### config.mk
export PLATFORM = sky130hd
export DESIGN_NAME = uart_tx_scheduler
export DESIGN_NICKNAME = d
export VERILOG_FILES = /design/src/rtl/uart_tx_sched_pkg.sv /design/src/rtl/sync_fifo.sv /design/src/rtl/uart_tx_scheduler.sv
export SDC_FILE = /design/constraint.sdc
export NUM_CORES = 1
export LEC_CHECK = 0
export CELL_PAD_IN_SITES_DETAIL_PLACEMENT = 1
export CELL_PAD_IN_SITES_GLOBAL_PLACEMENT = 2
export CORE_AREA = 8 8 182 184
export CTS_CLUSTER_DIAMETER = 50
export DETAILED_ROUTE_END_ITERATION = 12
export DIE_AREA = 0 0 190 192
export MAX_ROUTING_LAYER = met4
export PLACE_DENSITY_LB_ADDON = 0.1
export SETUP_SLACK_MARGIN = 0.15
export SYNTH_ARGS = -nofsm -noshare
export SYNTH_HDL_FRONTEND = slang
export SYNTH_SLANG_ARGS = --single-unit
### constraint.sdc
create_clock -name sys_clk -period 2.55 [get_ports sys_clk]
set_input_delay 0.3825 -clock sys_clk [delete_from_list [all_inputs] [get_ports sys_clk]]
set_output_delay 0.3825 -clock sys_clk [all_outputs]
set_load 0.02 [all_outputs]
### src/rtl/uart_tx_sched_pkg.sv
// Shared types and frame constants for the UART telemetry/echo scheduler.
// UART_TX_FRAME_CHECKSUM_EN appends a modulo-256 checksum byte to each frame.
package uart_tx_sched_pkg;

  typedef enum logic [1:0] {
    S_IDLE  = 2'd0,
    S_FRAME = 2'd1,
    S_ECHO  = 2'd2
  } state_t;

  localparam logic [7:0] SYNC_BYTE = 8'hFF;
  localparam logic [7:0] PAD_BYTE  = 8'h00;

`ifdef UART_TX_FRAME_CHECKSUM_EN
  localparam int FRAME_LEN = 17;
`else
  localparam int FRAME_LEN = 16;
`endif

  localparam logic [4:0] FRAME_END = 5'(FRAME_LEN);

  function automatic logic [7:0] frame_byte(input logic [4:0] idx,
                                            input logic [11:0] ch1,
                                            input logic [11:0] ch2);
    logic [7:0] b;
    b = PAD_BYTE;
    case (idx)
      5'd0, 5'd3, 5'd6, 5'd11, 5'd14: b = SYNC_BYTE;
      5'd4:  b = {4'h0, ch1[11:8]};
      5'd5:  b = ch1[7:0];
      5'd12: b = {4'h0, ch2[11:8]};
      5'd13: b = ch2[7:0];
`ifdef UART_TX_FRAME_CHECKSUM_EN
      // Pad bytes are zero, so only the five syncs and the channel bytes contribute.
      5'd16: b = 8'(SYNC_BYTE + SYNC_BYTE + SYNC_BYTE + SYNC_BYTE + SYNC_BYTE)
               + {4'h0, ch1[11:8]} + ch1[7:0] + {4'h0, ch2[11:8]} + ch2[7:0];
`endif
      default: b = PAD_BYTE;
    endcase
    return b;
  endfunction

endpackage

### src/rtl/sync_fifo.sv
// Single-clock FIFO with show-ahead read data and registered-pointer full/empty flags.
module sync_fifo #(
  parameter int WIDTH = 8,
  parameter int DEPTH = 16
) (
  input  logic             sys_clk,
  input  logic             sys_rst,
  input  logic             wr_en,
  input  logic [WIDTH-1:0] wr_data,
  input  logic             rd_en,
  output logic [WIDTH-1:0] rd_data,
  output logic             full,
  output logic             empty
);

  localparam int AW = $clog2(DEPTH);

  logic [WIDTH-1:0] mem [DEPTH];
  logic [AW:0]      wr_ptr;
  logic [AW:0]      rd_ptr;

  // Extra pointer bit distinguishes full from empty when the indices match.
  assign empty   = (wr_ptr == rd_ptr);
  assign full    = (wr_ptr[AW] != rd_ptr[AW]) && (wr_ptr[AW-1:0] == rd_ptr[AW-1:0]);
  assign rd_data = mem[rd_ptr[AW-1:0]];

  always_ff @(posedge sys_clk) begin
    if (sys_rst) begin
      wr_ptr <= '0;
      rd_ptr <= '0;
    end else begin
      if (wr_en && !full) begin
        mem[wr_ptr[AW-1:0]] <= wr_data;
        wr_ptr              <= wr_ptr + 1'b1;
      end
      if (rd_en && !empty) begin
        rd_ptr <= rd_ptr + 1'b1;
      end
    end
  end

endmodule

### src/rtl/uart_tx_scheduler.sv
// Multiplexes periodic ADC telemetry frames and echoed rx bytes onto one UART tx stream.
// Define UART_TX_FRAME_CHECKSUM_EN to append a checksum byte to every frame.
module uart_tx_scheduler
  import uart_tx_sched_pkg::*;
#(
  parameter int CLK_FRE     = 100,
  parameter int TICK_CYCLES = 100000000,
  parameter int ECHO_DEPTH  = 16
) (
  input  logic        sys_clk,
  input  logic        sys_rst,
  input  logic [11:0] volt_ch1,
  input  logic [11:0] volt_ch2,
  input  logic [7:0]  rx_data,
  input  logic        rx_data_valid,
  output logic        rx_data_ready,
  output logic [7:0]  tx_data,
  output logic        tx_data_valid,
  input  logic        tx_data_ready,
  output logic        frame_busy,
  output logic        echo_drop,
  output logic [1:0]  state_dbg
);

  // tx handshake: a byte moves on a rising edge with tx_data_valid & tx_data_ready;
  // once valid rises, tx_data is frozen and valid stays high until that edge.

  localparam int CNT_W = $clog2(TICK_CYCLES);
  localparam logic [CNT_W-1:0] CNT_LAST = CNT_W'(TICK_CYCLES - 1);

  if (TICK_CYCLES < 64 || ECHO_DEPTH < 2 || CLK_FRE < 1) begin : g_bad_params
  end

  state_t           state;
  logic [CNT_W-1:0] period_cnt;
  logic             tick;
  logic             pending;
  logic [4:0]       idx;
  logic [11:0]      snap_ch1;
  logic [11:0]      snap_ch2;
  logic             xfer;
  logic             start_frame;
  logic             fifo_wr;
  logic             fifo_rd;
  logic [7:0]       fifo_rd_data;
  logic             fifo_full;
  logic             fifo_empty;

  assign tick          = (period_cnt == CNT_LAST);
  assign xfer          = tx_data_valid && tx_data_ready;
  assign start_frame   = (state == S_IDLE) && pending;
  assign fifo_wr       = rx_data_valid && !fifo_full;
  assign fifo_rd       = (state == S_IDLE) && !pending && !fifo_empty;
  assign rx_data_ready = !fifo_full;
  assign frame_busy    = (state == S_FRAME);
  assign state_dbg     = state;

  sync_fifo #(
    .WIDTH (8),
    .DEPTH (ECHO_DEPTH)
  ) u_echo_fifo (
    .sys_clk (sys_clk),
    .sys_rst (sys_rst),
    .wr_en   (fifo_wr),
    .wr_data (rx_data),
    .rd_en   (fifo_rd),
    .rd_data (fifo_rd_data),
    .full    (fifo_full),
    .empty   (fifo_empty)
  );

  always_ff @(posedge sys_clk) begin
    if (sys_rst) begin
      state         <= S_IDLE;
      period_cnt    <= '0;
      pending       <= 1'b0;
      idx           <= '0;
      snap_ch1      <= '0;
      snap_ch2      <= '0;
      tx_data       <= '0;
      tx_data_valid <= 1'b0;
      echo_drop     <= 1'b0;
    end else begin
      period_cnt <= tick ? '0 : period_cnt + 1'b1;
      // A tick landing on the frame-start cycle re-arms pending for the next frame.
      pending    <= tick || (pending && !start_frame);
      echo_drop  <= rx_data_valid && fifo_full;

      case (state)
        S_IDLE: begin
          if (pending) begin
            state         <= S_FRAME;
            snap_ch1      <= volt_ch1;
            snap_ch2      <= volt_ch2;
            idx           <= 5'd1;
            tx_data       <= frame_byte(5'd0, volt_ch1, volt_ch2);
            tx_data_valid <= 1'b1;
          end else if (!fifo_empty) begin
            state         <= S_ECHO;
            tx_data       <= fifo_rd_data;
            tx_data_valid <= 1'b1;
          end
        end
        S_FRAME: begin
          if (xfer) begin
            if (idx == FRAME_END) begin
              state         <= S_IDLE;
              idx           <= '0;
              tx_data_valid <= 1'b0;
            end else begin
              tx_data <= frame_byte(idx, snap_ch1, snap_ch2);
              idx     <= idx + 5'd1;
            end
          end
        end
        S_ECHO: begin
          if (xfer) begin
            state         <= S_IDLE;
            tx_data_valid <= 1'b0;
          end
        end
        default: begin
          state         <= S_IDLE;
          tx_data_valid <= 1'b0;
        end
      endcase
    end
  end

endmodule

-- After elaboration in Yosys (flattened, before gate mapping)
Memories as Yosys holds them, arrays and structs flattened. A register that Yosys moved wholly into a read port is not among the register bits.
Cells that the tools add are included.
- flip-flop bits (word level): 79
- RAM bits: 128
- input port bits: 36
- output and inout bits: 14
- word-level logic and storage cells: 88
- memories: 1
- memories (name ; words ; width ; rd ports ; clocked after Yosys merged registers in ; write ports ; RTL line ; text):
    u_echo_fifo.mem ; 16 ; 8 ; 1 ; 1 ; 1 ; sync_fifo.sv:18 ; logic [WIDTH-1:0] mem [DEPTH];
- add/sub/neg operators: 4
- equal/unequal tests: 21
- multiplexer cells: 27
- reduce and logical (&&, ||, !) cells: 24
- operator list (operator ; number):
    $pmux 8 s5 ; 1
    $mux 8 ; 4
    $add 27x1->27 const B ; 1
    $eq 27x27->1 const B ; 1
    $eq 5x4->1 const B ; 4
    $pmux 8 s2 ; 1
    $add 5x1->5 const B ; 3
    $eq 5x3->1 const B ; 3
    $mux 5 ; 3
    $logic_and 1x1->1 ; 10
    $mux 2 ; 5
    $pmux 5 s2 ; 1
    $mux 1 ; 8
    $mux 4 ; 2
    $reduce_and 4->1 ; 2
    $ne 2x2->1 const B ; 3
    $pmux 2 s3 ; 1
    $eq 5x2->1 const B ; 1
    $eq 5x5->1 ; 1
    $eq 5x5->1 const B ; 1
    $logic_not 5->1 ; 1
    $reduce_or 5->1 ; 1
    $eq 4x4->1 ; 1
    $logic_not 1->1 ; 4
    12 further kinds ; 13

-- Depth between registers and ports, before layout
- depth in word-level cells: 8
- mapped depth: 8
- depth with buffers taken out: 7

-- Modules after synthesis
From an unflattened synthesis, not the netlist that was laid out.
- cells, all modules: 665
- area total of the unflattened synthesis: 8899.8 um^2
- by module, submodules not included (module ; times used ; cells an instance ; area an instance (um^2) ; seq. area each (um^2)):
    sync_fifo ; 1 ; 284 ; 5796.8 ; 4124.0
    uart_tx_scheduler ; 1 ; 381 ; 3103.0 ; 1381.3

-- Worst setup path before layout
OpenSTA, ideal clock, no wires.
- path type: register to register
- from: register u_echo_fifo.wr_ptr[2]
- to: memory u_echo_fifo.mem[1][0] (enable)
- setup time: 395 ps
- arrival time: 1705 ps
- data required time: 2155 ps
- setup slack: 450 ps
- stages on the path, launching flop included: 6
- path buffers: 1
- clock period less this slack: 2100 ps
- path through: dfxtp_1 > buf_6 > xnor2_2 > nand4_4 > o21ai_2 > nor4_1
- cells in the longest elaborated chain, start to end: 8
- RTL lines (element ; RTL line ; text):
    from (decl) ; sync_fifo.sv:19 ; logic [AW:0] wr_ptr;
    from (signal assigned) ; sync_fifo.sv:34 ; wr_ptr <= wr_ptr + 1'b1;
    $eq 4x4->1 ; sync_fifo.sv:24 ; assign full = (wr_ptr[AW] != rd_ptr[AW]) && (wr_ptr[AW-1:0] == rd_ptr[AW-1:0]);
    $logic_and 1x1->1 ; sync_fifo.sv:24 ;
    $logic_not 1->1 ; sync_fifo.sv:32, uart_tx_scheduler.sv:52 ;
    $logic_and 1x1->1 ; uart_tx_scheduler.sv:52 ; assign fifo_wr = rx_data_valid && !fifo_full;
    $logic_and 1x1->1 ; sync_fifo.sv:32 ; if (wr_en && !full) begin
    $mux 1 ; sync_fifo.sv:32 ;
    $mux 1 ; sync_fifo.sv:28 ; if (sys_rst) begin
    $mux 1 (not written as such) ; sync_fifo.sv:33 ; mem[wr_ptr[AW-1:0]] <= wr_data;
    to (decl) ; sync_fifo.sv:18 ;
Several ways; a longest one is shown, not always the timed one.

-- Final worst setup path
- from: register u_echo_fifo.wr_ptr[1]
- to: output rx_data_ready
- cells in the longest elaborated chain, start to end: 3
- RTL lines (element ; RTL line ; text):
    $eq 4x4->1 ; sync_fifo.sv:24 ;
    $logic_and 1x1->1 ; sync_fifo.sv:24 ;
    $logic_not 1->1 ; uart_tx_scheduler.sv:54 ; assign rx_data_ready = !fifo_full;
    to (decl) ; uart_tx_scheduler.sv:16 ; output logic rx_data_ready,
No other way between the ends.

==> metrics.cfg <==
[status]
status=completed

[power]
power_density_nw_per_um2=849
irDropWorstVdd_uv=421
p_leak_uw=0.00358

[die]
die_x_um=190
dieArea_um2=36500
fp.dieH_um=192
core-area_um2=30200
core.rowCount=64
start_util_pct=29.6
ios=50

[sta]
clock_skew_ns=0.0166
rsz0062_at_grt=false
maxSlewViolCount=0
fin_crit_sh_pct=86.8
slew_headroom_pct=52.1
setup_viol=0
tightest_slew_ns=0.716
fmax_mhz=452
min_period_ns=2.21
fin_setup_tns_ns=0
hold_violations=0

[run]
drv_cap=0

[setup_path]
cp_max_fo=8
r2r_slack_ns=0.48
rr_endpoint=tx_data[6]
critPathKind=flip-flop to primary output
start_kind=flip-flop
critPathArrivalTime_ns=1.83
critPathCaptureType=primary output
required_ns=2.17
rr_worst_depth=6

[synthesis]
synth.top_cell.area_share_pct=43.0
synth_seq_cells=211
syn-instance-count=689
ys_seq_area_share_pct=61.6
avgSynthCellArea_um2=13.0
syn-num-nets=735
synthArstFlopShare_pct=0
ys_top_cells_by_area=edfxtp_1, dfxtp_1, mux4_2
synth_most_common_cell=edfxtp_1
synth_edf_count=128
synth_ff_type=edfxtp_1
syn_area_um2=8930
synth.distinct_cells=58
synth_common_cells=edfxtp_1, dfxtp_1, nand2_1, nor2_1, a21oi_1
yosysTopAreaCell=edfxtp_1
ys_warn_count=0

[global_route]
grt_antenna_before_repair=1
grt_max_degree=41
grt-ovfl-total=0
grt_first_pass_wirelength_um=35100
track_usage_pct=12.7
grt_pass1_vias=6077

[drt]
wl_per_cell_um=18.9
first_iter_violations=162
route.detailed.drc=0
routed_wl_um=22300
drtAntennaViolNets=0
vias=5637
via_per_inst=4.78
firstDrtPassIters=4

[place]
place_congestion=0.722
io_buffers=49
hpwl_um=15400

[clock_network]
postCtsHoldBufs=0
cts_tree=built
htreeDepth=1
cts.sinks=211
clockBufferDepth=3
insertion_delay_ns=0.54
cts_root_buf=clkbuf_16
cts_made_buffers=29
clk_pin_slew_ns=0.06

[worst_hold_path]
min_from=sys_rst
hold_class=input pin to flip-flop
min_to=u_echo_fifo.wr_ptr[0]
whs_path_depth=2

[layout]
fin_util_pct=36.1
syn2layout_area_growth_pct=22.0
nNetsFinal=806
drive_gt1_share_pct=18.4

[where the power goes]
part	switching, uW	internal, uW	leakage (uW)	total (uW)
registers	104	3730	0.00183	3830
clock network	1590	2260	0.000447	3850
logic	848	727	0.00131	1580
[cell families after synthesis]
logic type / count (synthesis) / synth area share [%]
xor gates and xnor gates: 38 / 3.89
DFF: 211 / 61.6
buffers and inverters: 56 / 3.12
adders and majority gates: 10 / 1.40
and+or+nand+nor: 224 / 12.3
AOI/OAI and AO/OA: 97 / 8.15
muxes: 53 / 9.47
[per-layer routing]
| layer | track usage (%) | share of wire, % | wire [um] | up-vias |
|---|---|---|---|---|
| met3 | 2.16 | 3.7 | 835 | 32 |
| met4 | 3.16 | 1.6 | 351 | 0 |
| met2 | 21.3 | 49 | 10900 | 85 |
| li1 | - | - | - | 2704 |
| met1 | 15.8 | 46 | 10200 | 2816 |
| met5 | - | 0 | 0 | - |
[timing repair]
item                                    CTS  global route
gates resized for setup                   6             4
endpoints found under the setup margin    2             1
cloned                                    0             0
buffers inserted                          0             0
[layout by cell type (no fill, tap or decap), drive strengths merged, types with 3 or more instances in the layout]
cell,instances
o21ai,10
clkinvlp,4
buf,32
nor3,13
clkbuf,33
a21oi,35
a211oi,8
mux2,12
ha,10
and3,6
or3,3
nand4,15
edfxtp,128
nor2,60
dfxtp,83
a221o,4
nand2b,8
nand3,13
inv,23
and2,5
a222oi,4
xnor2,18
nor2b,3
nand2,75
clkdlybuf4s50,46
mux2i,17
nor4,7
or3b,3
o211ai,3
o22ai,9
a21o,9
a311oi,9
xor2,20
mux4,24
clkinv,9
[registers in the layout, summed over array words and instances, names as in the netlist, named ones only]
register,cells
tx_data_valid,1
snap_ch2,12
idx,5
pending,1
u_echo_fifo.wr_ptr,5
u_echo_fifo.rd_ptr,5
state_dbg,2
snap_ch1,12
echo_drop,1
period_cnt,27
u_echo_fifo.mem,128
tx_data,8
[worst max path at each step]
stage,from,cells after the start,to,slack (ns)
floorplan,u_echo_fifo.wr_ptr[2],5,u_echo_fifo.mem[1][0],0.45
global placement,rx_data_valid,4,u_echo_fifo.mem[5][0],0.38
detailed placement,u_echo_fifo.wr_ptr[0],4,rx_data_ready,0.41
CTS,u_echo_fifo.rd_ptr[3],4,rx_data_ready,0.12
global route,u_echo_fifo.wr_ptr[1],4,rx_data_ready,0.24
finish,u_echo_fifo.wr_ptr[1],4,rx_data_ready,0.34
[worst max-delay path, cell delays in order (launching register included)]
cell	delay (ns)
dfxtp_2	0.35
xnor2_1	0.25
nand4_4	0.21
nand2b_1	0.27
clkbuf_2	0.22
[area by class of cell]
class,count,area (um2)
well taps,396,495
clock inverters,21,191
fillers,3153,19300
inverters,16,60.1
diodes,1,2.50
multi-input cells,422,3170
repair buffers,80,724
clock buffers,32,747
flip-flops and latches,211,5510
[per-stage QoR]
step	hold slack, ns	power, uW	cell area (um2)	cells	worst slack [ns]
after floorplan	0.433	5010	8930	689	0.450
after global placement	0.442	5480	9950	1125	0.379
after detailed placement	0.449	5510	9950	1125	0.411
after CTS	0.149	9440	10900	1178	0.119
after global routing	0.179	9690	10900	1179	0.235
final	0.172	9260	10900	1179	0.335
(Power assumes the default switching activity.)
